--- src/rtl/vm_pkg.sv ---
// rtl/vm_pkg.sv - shared vending-machine constants, dispenser states and error codes
package vm_pkg;

    // Money units shared with the vending FSM
    localparam int unsigned MONEY_5  = 5;
    localparam int unsigned MONEY_10 = 10;
    localparam int unsigned MONEY_20 = 20;

    typedef enum logic [2:0] {
        ST_IDLE     = 3'd0,
        ST_CHECK    = 3'd1,
        ST_DISPENSE = 3'd2,
        ST_GAP      = 3'd3,
        ST_DONE     = 3'd4,
        ST_ERR      = 3'd5
    } dispenser_state_t;

    localparam logic [1:0] ERR_NONE      = 2'd0;
    localparam logic [1:0] ERR_BAD_AMT   = 2'd1;
    localparam logic [1:0] ERR_NO_CHANGE = 2'd2;
    localparam logic [1:0] ERR_JAM       = 2'd3;

endpackage

--- src/rtl/vm_coin_plan.sv ---
// rtl/vm_coin_plan.sv - combinational greedy coin plan for a payout amount
//
// Ports:
//   amount  in   AMT_W  amount to pay
//   inv10   in   INV_W  available 10-unit coins
//   inv5    in   INV_W  available 5-unit coins
//   n10     out  INV_W  10-unit coins to eject (0 when not ok)
//   n5      out  INV_W  5-unit coins to eject (0 when not ok)
//   ok      out  1      amount payable from inventory
//   code    out  2      failure reason when !ok
module vm_coin_plan
    import vm_pkg::*;
#(
    parameter int AMT_W = 5,
    parameter int INV_W = 4
) (
    input  logic [AMT_W-1:0] amount,
    input  logic [INV_W-1:0] inv10,
    input  logic [INV_W-1:0] inv5,
    output logic [INV_W-1:0] n10,
    output logic [INV_W-1:0] n5,
    output logic             ok,
    output logic [1:0]       code
);

    // Wide enough for both operands plus the 10*n10 product, which never exceeds amount
    localparam int CW = ((AMT_W > INV_W) ? AMT_W : INV_W) + 4;

    logic [CW-1:0] amt_w;
    logic [CW-1:0] inv10_w;
    logic [CW-1:0] inv5_w;
    logic [CW-1:0] q10;
    logic [CW-1:0] n10_w;
    logic [CW-1:0] rem_w;
    logic [CW-1:0] q5;

    always_comb begin
        amt_w   = CW'(amount);
        inv10_w = CW'(inv10);
        inv5_w  = CW'(inv5);
        q10     = amt_w / CW'(MONEY_10);
        // Greedy: as many 10s as the inventory allows, remainder in 5s
        n10_w   = (q10 < inv10_w) ? q10 : inv10_w;
        rem_w   = amt_w - n10_w * CW'(MONEY_10);
        q5      = rem_w / CW'(MONEY_5);

        ok   = 1'b1;
        code = ERR_NONE;
        if ((amt_w % CW'(MONEY_5)) != '0) begin
            ok   = 1'b0;
            code = ERR_BAD_AMT;
        end else if (q5 > inv5_w) begin
            ok   = 1'b0;
            code = ERR_NO_CHANGE;
        end

        n10 = ok ? INV_W'(n10_w) : '0;
        n5  = ok ? INV_W'(q5)    : '0;
    end

endmodule

--- src/rtl/vm_change_dispenser.sv ---
// rtl/vm_change_dispenser.sv - pays out refund/change as 10- and 5-unit coins
//
// Ports:
//   clock, reset           clock; synchronous active-high reset
//   req_valid/req_amount   payout request (handshake with req_ready)
//   req_ready              IDLE and no reload this cycle
//   load/load_n10/load_n5  inventory reload, honoured only in IDLE
//   coin_valid/coin_is10   coin eject request to the ejector, held until coin_ack or timeout
//   coin_ack               ejector took the coin
//   done / err             1-cycle completion / failure pulses
//   err_code               failure reason, held until the next accepted request
//   inv10 / inv5           current coin inventory
module vm_change_dispenser
    import vm_pkg::*;
#(
    parameter int AMT_W       = 5,
    parameter int INV_W       = 4,
    parameter int ACK_TIMEOUT = 15
) (
    input  logic             clock,
    input  logic             reset,
    input  logic             req_valid,
    input  logic [AMT_W-1:0] req_amount,
    output logic             req_ready,
    input  logic             load,
    input  logic [INV_W-1:0] load_n10,
    input  logic [INV_W-1:0] load_n5,
    output logic             coin_valid,
    output logic             coin_is10,
    input  logic             coin_ack,
    output logic             done,
    output logic             err,
    output logic [1:0]       err_code,
    output logic [INV_W-1:0] inv10,
    output logic [INV_W-1:0] inv5
);

    localparam int TW = $clog2(ACK_TIMEOUT + 1);

    dispenser_state_t state, state_next;

    logic [AMT_W-1:0] amt;
    logic [INV_W-1:0] cnt10;
    logic [INV_W-1:0] cnt5;
    logic [TW-1:0]    tmo_cnt;

    logic [INV_W-1:0] plan_n10;
    logic [INV_W-1:0] plan_n5;
    logic             plan_ok;
    logic [1:0]       plan_code;

    logic last_coin;
    logic tmo_hit;

    vm_coin_plan #(
        .AMT_W (AMT_W),
        .INV_W (INV_W)
    ) u_plan (
        .amount (amt),
        .inv10  (inv10),
        .inv5   (inv5),
        .n10    (plan_n10),
        .n5     (plan_n5),
        .ok     (plan_ok),
        .code   (plan_code)
    );

    // The coin currently offered is the only one left
    assign last_coin = ((cnt10 == INV_W'(1)) && (cnt5 == '0)) ||
                       ((cnt10 == '0) && (cnt5 == INV_W'(1)));
    // Last cycle of the ack window; an ack arriving in this cycle still counts
    assign tmo_hit   = (tmo_cnt == TW'(ACK_TIMEOUT - 1));

    always_ff @(posedge clock) begin
        if (reset) begin
            state <= ST_IDLE;
        end else begin
            state <= state_next;
        end
    end

    always_comb begin
        state_next = state;
        req_ready  = 1'b0;
        coin_valid = 1'b0;
        coin_is10  = 1'b0;
        done       = 1'b0;
        err        = 1'b0;
        case (state)
            ST_IDLE: begin
                req_ready = !load;
                if (!load && req_valid) state_next = ST_CHECK;
            end
            ST_CHECK: begin
                if (!plan_ok)                                  state_next = ST_ERR;
                else if ((plan_n10 == '0) && (plan_n5 == '0)) state_next = ST_DONE;
                else                                           state_next = ST_DISPENSE;
            end
            ST_DISPENSE: begin
                coin_valid = 1'b1;
                coin_is10  = (cnt10 != '0);
                if (coin_ack)     state_next = last_coin ? ST_DONE : ST_GAP;
                else if (tmo_hit) state_next = ST_ERR;
            end
            ST_GAP:  state_next = ST_DISPENSE;
            ST_DONE: begin
                done       = 1'b1;
                state_next = ST_IDLE;
            end
            ST_ERR: begin
                err        = 1'b1;
                state_next = ST_IDLE;
            end
            default: state_next = ST_IDLE;
        endcase
    end

    always_ff @(posedge clock) begin
        if (reset) begin
            amt      <= '0;
            cnt10    <= '0;
            cnt5     <= '0;
            tmo_cnt  <= '0;
            err_code <= ERR_NONE;
            inv10    <= '0;
            inv5     <= '0;
        end else begin
            // Outside DISPENSE the counter sits at zero, so each coin starts a fresh window
            if (state != ST_DISPENSE) tmo_cnt <= '0;
            case (state)
                ST_IDLE: begin
                    if (load) begin
                        inv10 <= load_n10;
                        inv5  <= load_n5;
                    end else if (req_valid) begin
                        amt      <= req_amount;
                        err_code <= ERR_NONE;
                    end
                end
                ST_CHECK: begin
                    if (plan_ok) begin
                        cnt10 <= plan_n10;
                        cnt5  <= plan_n5;
                    end else begin
                        err_code <= plan_code;
                    end
                end
                ST_DISPENSE: begin
                    if (coin_ack) begin
                        tmo_cnt <= '0;
                        if (cnt10 != '0) begin
                            cnt10 <= cnt10 - INV_W'(1);
                            inv10 <= inv10 - INV_W'(1);
                        end else begin
                            cnt5 <= cnt5 - INV_W'(1);
                            inv5 <= inv5 - INV_W'(1);
                        end
                    end else if (tmo_hit) begin
                        err_code <= ERR_JAM;
                    end else begin
                        tmo_cnt <= tmo_cnt + TW'(1);
                    end
                end
                default: ;
            endcase
        end
    end

endmodule

--- config.mk ---
export PLATFORM = sky130hd
export DESIGN_NAME = vm_change_dispenser
export DESIGN_NICKNAME = d
export VERILOG_FILES = /design/src/rtl/vm_pkg.sv /design/src/rtl/vm_coin_plan.sv /design/src/rtl/vm_change_dispenser.sv
export SDC_FILE = /design/constraint.sdc
export NUM_CORES = 1
export LEC_CHECK = 0
export BUFFER_PORTS_ARGS = -buffer_cell sky130_fd_sc_hd__buf_2
export CAP_MARGIN = 20
export CORE_MARGIN = 5
export CORE_UTILIZATION = 56
export CTS_CLUSTER_DIAMETER = 40
export DETAILED_ROUTE_END_ITERATION = 12
export HOLD_SLACK_MARGIN = 0.05
export PLACE_DENSITY_LB_ADDON = 0.05
export SYNTH_ARGS = -nofsm -noshare
export SYNTH_HDL_FRONTEND = slang
export SYNTH_HIERARCHICAL = 1
export SYNTH_SLANG_ARGS = --single-unit
--- constraint.sdc ---
create_clock -name clock -period 21.4 [get_ports clock]
set_input_delay 0 -clock clock [delete_from_list [all_inputs] [get_ports clock]]
set_output_delay 0 -clock clock [all_outputs]
set_load 0.05 [all_outputs]
==> results.txt, run 1 <==
----------------------------------------------------
[Routing]
  Post-detailed-route via-to-cell ratio ... roughly 6.0
  Final routed wire length divided by cell count ... 15.5 um
  Drt first pass iters ... 4
  Drt total wl ... roughly 8100 um
  Initial DRC Count ... between 200 and 300
  DRC violations left ... 0
  Overall via count from detail_route ... around 3,100
  Post-route ant nets ... 0

[Synthesis]
  Sequential fraction of the synthesis area ... 18.1%
  Average cell area after synthesis ... a little under 8 um^2
  Synthesized flop and latch total ... 30
  Warnings from Yosys ... 6
  Unique masters post-synth ... 90
  Commonest register cell after synthesis ... dfxtp_1
  Syn Inst Count ... 417
  Synthesized cell area ... between 3000 and 4000 um^2
  Number of enable-type register cells in the synthesized netlist ... 0
  Share of async-settable or async-resettable flops after synthesis ... 0%

[Clock network]
  Cts bufs inserted ... 5
  Hold-fix buffer count after cts ... 7
  Insertion delay to the later sink of the worst-skew pair ... approximately 290 ps
  Clock transition at the register clock pins on the worst setup and hold paths after CTS ... around 70 ps
  CTS tree ... yes
  Clock tree root driver cell ... clkbuf_8
  Sink Count ... 30
  CTS HTree Levels ... 2
  Setup bufs post-CTS ... 0
  Count of cells resized by post-cts repair ... 0
  Buffer depth of the longest clock path ... 2

[Die]
  Initial standard-cell utilization of the core ... ~57%
  Number of placement rows ... 28
  Horizontal extent of the die ... 86.9 um
  Die area ... approximately 7500 um^2
  Ports placed on the boundary ... 33
  Die H ... roughly 87 um
  Core region area ... a little under 6000 um^2

[Timing]
  Final period utilization ... 38.2%
  Final max-slew violation count ... 0
  Hold Violations, Final ... 0
  Final Setup Violations ... 0
  Setup skew after layout ... 3.64 ps
  Final critical path time including I/O delays and setup ... 8160 ps
  RSZ-0062 raised after global routing ... no
  Fmax achieved ... between 100 and 150 MHz
  Actual transition at the worst max-transition pin ... around 760 ps
  Setup TNS Final ... 0 ps
  Worst slew margin relative to its limit ... around half

[Pwr]
  Power density over the cells ... roughly 69 nW/um^2
  Switching part of the total ... 43.9%
  Worst ir drop on vdd ... roughly 0.000036 V
  Switching power total ... 0.110 mW
  Clock power frac ... 19.2%
  Seq pwr share ... around 25%
  Pint ... ~0.14 mW
  Leakage power ... 1.44 nW
  Combinational share of power ... between 50 and 60%

[Worst setup path]
  Critical path's top delay family ... compound AO/OA/AOI/OAI gates
  CP max stage cell ... dfxtp_1
  Critical path buffers and inverters ... 5
  CP max stage delay ... slightly above 400 ps
  Startpoint-to-endpoint class of the critical path ... flip-flop to flip-flop
  Arrival time of the worst setup path ... ~8300 ps
  Worst Setup Start Kind ... flip-flop
  Worst path most repeated cell ... ha_1
  CP endpoint kind ... flip-flop
  Max FO, Critical Path ... 13
  Critical path launch point ... amt[3]
  Startpoint of the worst register-to-register path ... amt[3]
  Crit path required time ... ~22,000 ps

[Global routing]
  Initial antenna violation count ... 0
  Number of global-route vias before repair ... between 2,000 and 3,000
  Pin count of the biggest net entering global routing ... 26
  GRT Resource Usage Total ... about 22%
  Global-route wire length before repair ... around 14,000 um
  Global route overflow ... 0

[Worst hold path]
  Hold wc startpoint ... load_n10[3]
  Hold Path Class ... input pin to flip-flop

[Run]
  Max_cap viols ... 0

[Final layout]
  Number of nets at the end of the flow ... ~500
  Antenna Cells ... 0
  Number of standard cells in the final layout excluding fillers ... around 520
  Top library cells by usage in the layout, fill and taps aside ... 34 x nand2_1, 32 x buf_2, 30 x a21oi_1, 30 x dfxtp_1, 29 x ha_1
  Layout filler cell count ... between 500 and 600
  Area added between synthesis and finish ... 8.99%
  Most common library cell in the layout ignoring fill and taps ... nand2_1
  Fraction of final layout cells with drive strength greater than 1 ... 17.4%

[Status]
  Run status ... completed

[Placement]
  Cell count after placement ... 508
  Half-perimeter wire length of the detailed placement result ... 6120 um
  Routability Congestion ... ~0.93
  Count of input and output buffers ... 32

----------------------------------------------------
[worst paths after layout]
| path | to | slack (ps) | cells past startpoint |
|---|---|---|---|
| worst max-delay path | state[2] | 13240 | 41 |
| worst min-delay path | inv10[3] | 70 | 4 |
| worst max register to register | state[2] | 13240 | 41 |
| worst min register to register | cnt5[1] | 470 | 2 |
[cell type report]
type,count,area (um^2),area share [%]
multi-input cells,339,2470,68.5
well taps,75,93.8,2.60
inverters,32,120,3.33
repair buffers,39,230,6.38
clock inverters,1,5.00,0.139
flip-flops and latches,30,601,16.6
clock buffers,7,86.3,2.39
[through the flow]
step | hold WS (ps) | util (%) | power, mW | setup slack [ps] | instance area, um^2
2_1_floorplan | 116 | - | 0.176 | 14050 | 3330
3_5_place_dp | 277 | 58.9 | 0.198 | 13320 | 3450
3_3_place_gp | 276 | 58.9 | 0.196 | 13550 | 3450
6_report | 69.8 | 61.7 | 0.250 | 13240 | 3610
5_1_grt | 90.5 | 61.7 | 0.270 | 12550 | 3610
4_1_cts | 64.2 | 61.7 | 0.247 | 13280 | 3610
[cell usage after synthesis, types with 4 or more instances]
master	number	share of area [%]
inv_2	4	0.45
nor2_1	22	2.5
o2111ai_1	4	1.1
dfxtp_1	30	18
a21oi_1	30	4.5
and2_1	5	0.94
nand2b_1	5	0.94
nand3_1	14	2.1
buf_4	7	1.6
nand3b_1	6	1.4
nor2b_1	9	1.7
nor4_1	5	0.94
a211o_1	5	1.3
clkbuf_1	4	0.45
nor3_1	8	1.2
a21o_1	12	2.7
o21a_1	4	0.91
mux2i_1	4	1.2
a211oi_1	11	2.5
or3_1	5	0.94
xnor2_1	7	1.9
inv_1	27	3.1
a31oi_1	5	0.94
buf_2	7	1.1
ha_1	29	11
nand2_1	34	3.9
o21ai_0	20	3.0
[registers in the layout, indices dropped and copies added (netlist names)]
name / count
inv5: 4
err_code: 2
cnt10: 4
state: 3
amt: 5
cnt5: 4
tmo_cnt: 4
inv10: 4
[worst min-delay path, cell delays in order]
cell	delay, ps
buf_2	100
nand2_1	50
a21o_1	100
a21oi_1	60
[cells by family (layout without fill, tap and decap cells)]
logic type,after synthesis,count (layout),share of synthesized area (%)
compound gates,139,139,31.7
xor+xnor,8,8,2.12
fa+ha+maj,33,33,12.8
buf+inv,53,79,7.75
flops,30,30,18.1
mux,5,5,1.66
other cells,1,6,0.113
simple gates,148,148,25.7
[per-layer routing]
metal / track usage [%] / vias to the layer above / wire (um)
li1: - / 1594 / -
met1: 31.6 / 1469 / 3990
met2: 35.5 / 69 / 3670
met3: 4.07 / 9 / 384
met4: 5.38 / 0 / 65
met5: 0 / - / 0
[power by group through the flow]
| stage | clock (mW) | combinational (mW) | sequential [mW] |
|---|---|---|---|
| floorplan | 0 | 0.110 | 0.0663 |
| global placement | 0 | 0.134 | 0.0629 |
| detailed placement | 0 | 0.135 | 0.0630 |
| CTS | 0.0489 | 0.137 | 0.0618 |
| global route | 0.0519 | 0.156 | 0.0623 |
| finish | 0.0480 | 0.141 | 0.0618 |
No activity file was read; power rests on OpenSTA's default activity.
==> run 2, diff against run 1 <==
clock period = 7.6 ns   (was 21.4 ns; I/O delays follow)
==> run 2 against run 1 <==
Wire length grew 0.70%. Critical path depth unchanged. Largest power group unchanged. Cell count is 2.5% higher. Flip-flop and latch count unchanged. Maximum frequency grew 14%. Highest routed layer unchanged. Power rose to 3.0 times the previous value.
==> results.txt, run 2 (synthesis gave the netlist of run 1 again) <==
----------------------------------------------------
[Timing]
  Fmax achieved ... 140 MHz (+14%)
  Final Setup Violations ... 0 (unchanged)
  Final max-slew violation count ... 0 (unchanged)
  Setup TNS Final ... 0 ps (unchanged)
  Final period utilization ... 94.0% (+56 points)
  Worst slew margin relative to its limit ... 48.7% (-0.56 points)
  Actual transition at the worst max-transition pin ... 763 ps (+2.04 ps)
  Final critical path time including I/O delays and setup ... 7150 ps (-1020 ps)
  Hold Violations, Final ... 0 (unchanged)
  Setup skew after layout ... 6.73 ps (+3.09 ps)

[Final layout]
  Layout filler cell count ... 533 (-0.74%)
  Number of nets at the end of the flow ... 509 (+2.6%)
  Most common library cell in the layout ignoring fill and taps ... nand2_1
  Area added between synthesis and finish ... 13.2%
  Antenna Cells ... 0 (unchanged)
  Number of flip-flops under the largest register name ... 5 (unchanged)
  Register name with the most flops ... amt
  Storage cell area ... 601 um^2 (unchanged)
  Fraction of final layout cells with drive strength greater than 1 ... 21.5% (+4.1 points)
  Multi-input gate area ... 2510 um^2 (+1.7%)
  Top library cells by usage in the layout, fill and taps aside ... 34 x nand2_1, 32 x buf_2, 30 x dfxtp_1

[Routing]
  Drt first pass iters ... 4 (unchanged)
  DRC violations left ... 0 (unchanged)
  Post-detailed-route via-to-cell ratio ... 5.97 (-0.59%)
  Final routed wire length divided by cell count ... 15.2 um (-1.7%)
  Post-route ant nets ... 0 (unchanged)
  Initial DRC Count ... 228 (-21%)
  Drt total wl ... 8160 um (+0.70%)
  Overall via count from detail_route ... 3,200 (+1.9%)

[Worst setup path]
  Worst Setup Start Kind ... flip-flop
  Critical path's top delay family ... compound AO/OA/AOI/OAI gates
  Max FO, Critical Path ... 7 (-6)
  CP max stage delay ... 410 ps (about the same)
  Arrival time of the worst setup path ... 7360 ps (-980 ps)
  Critical path buffers and inverters ... 6 (+1)
  Worst path most repeated cell ... ha_1
  CP endpoint kind ... flip-flop
  Crit path required time ... 7810 ps (-13,760 ps)
  Startpoint-to-endpoint class of the critical path ... flip-flop to flip-flop
  CP max stage cell ... or3b_4

[Clock network]
  Clock tree root driver cell ... clkbuf_8
  CTS HTree Levels ... 2 (unchanged)
  Insertion delay to the later sink of the worst-skew pair ... 280 ps (about the same)
  Cts bufs inserted ... 5 (unchanged)
  Buffer depth of the longest clock path ... 2 (unchanged)
  CTS tree ... yes
  Sink Count ... 30 (unchanged)
  Clock transition at the register clock pins on the worst setup and hold paths after CTS ... 70 ps (about the same)

[Die]
  Ports placed on the boundary ... 33 (unchanged)
  Horizontal extent of the die ... 86.9 um (unchanged)
  Core region area ... 5850 um^2 (unchanged)
  Initial standard-cell utilization of the core ... 56.6% (unchanged)
  Number of placement rows ... 28 (unchanged)
  Die area ... 7550 um^2 (unchanged)
  Die H ... 86.9 um (unchanged)

[Worst hold path]
  Hold Path Class ... input pin to flip-flop

[Status]
  Run status ... completed

[Global routing]
  Global route overflow ... 0 (unchanged)
  GRT Resource Usage Total ... 22.2% (-0.26 points)
  Number of global-route vias before repair ... 2,995 (+3.7%)
  Initial antenna violation count ... 0 (unchanged)
  Global-route wire length before repair ... 13,800 um (+0.20%)
  Pin count of the biggest net entering global routing ... 26 (unchanged)

[Pwr]
  Pwr Total ... 0.740 mW (+200%)
  Leakage power ... 1.51 nW (+4.8%)
  Worst ir drop on vdd ... 0.000117 V (+220%)
  Power density over the cells ... 198 nW/um^2 (+180%)

[Placement]
  Routability Congestion ... 0.878 (-5.3%)
  Count of input and output buffers ... 32 (unchanged)
  Half-perimeter wire length of the detailed placement result ... 6140 um (+0.27%)

[Run]
  Max_cap viols ... 0 (unchanged)

----------------------------------------------------
## run 2: cell types whose count changed in the layout (fill, tap and decap cells not counted), sizes merged
cell	previous run	this run
dlygate4sd3	7	6
buf	32	46
## run 2: path summary, 6_finish.rpt
kind,from,to,slack (ps),depth (start not counted)
max,amt[3],err_code[0],450,41
min,load_n5[3],inv5[3],60,4
max reg2reg,amt[3],err_code[0],450,41
min reg2reg,cnt5[1],cnt5[1],470,2
## run 2: layout make-up
class / instances / share of cell area [%]
multi-input combinational: 339 / 67.1
sequential: 30 / 16.0
timing repair buffer: 52 / 8.68
inverter: 32 / 3.21
tap: 75 / 2.51
clock buffer: 7 / 2.30
clock inverter: 1 / 0.134
## run 2: metal layers
layer	GRT usage, %	routed length (um)	vias up
met4	4.25	50	0
li1	-	-	1618
met2	36.9	3830	63
met5	0	0	-
met3	3.69	339	6
met1	30.4	3950	1513
## run 2: tightest hold or removal path: stages
cell and delay (ps):
buf_2 90, nand2_1 50, a21o_1 100, a21oi_1 50
## run 2: stage by stage
step	instances	setup WS, ps	cell area [um^2]	hold WS [ps]	utilization (%)
floorplan	422	248	3330	116	-
global placement	518	310	3520	274	60.2
detailed placement	518	138	3520	267	60.2
CTS	532	88.1	3670	53.2	62.8
global route	536	-9.48	3750	78.7	64.0
finish	536	455	3750	55.3	64.0
## run 2: what timing repair did
| item | 4_1_cts | 5_1_grt |
|---|---|---|
| setup endpoints to repair | 0 | 12 |
| endpoints found under the hold margin | 6 | 0 |
| hold buffers | 6 | 0 |
| gates resized for setup | 0 | 12 |
| setup buffers | 0 | 4 |
## run 2: power by group
part | internal (mW) | total [mW] | switching, mW | leakage, nW
sequential | 0.163 | 0.173 | 0.00921 | 0.244
clock | 0.0730 | 0.133 | 0.0604 | 0.0482
combinational | 0.182 | 0.434 | 0.252 | 1.22
total | 0.419 | 0.740 | 0.321 | 1.51
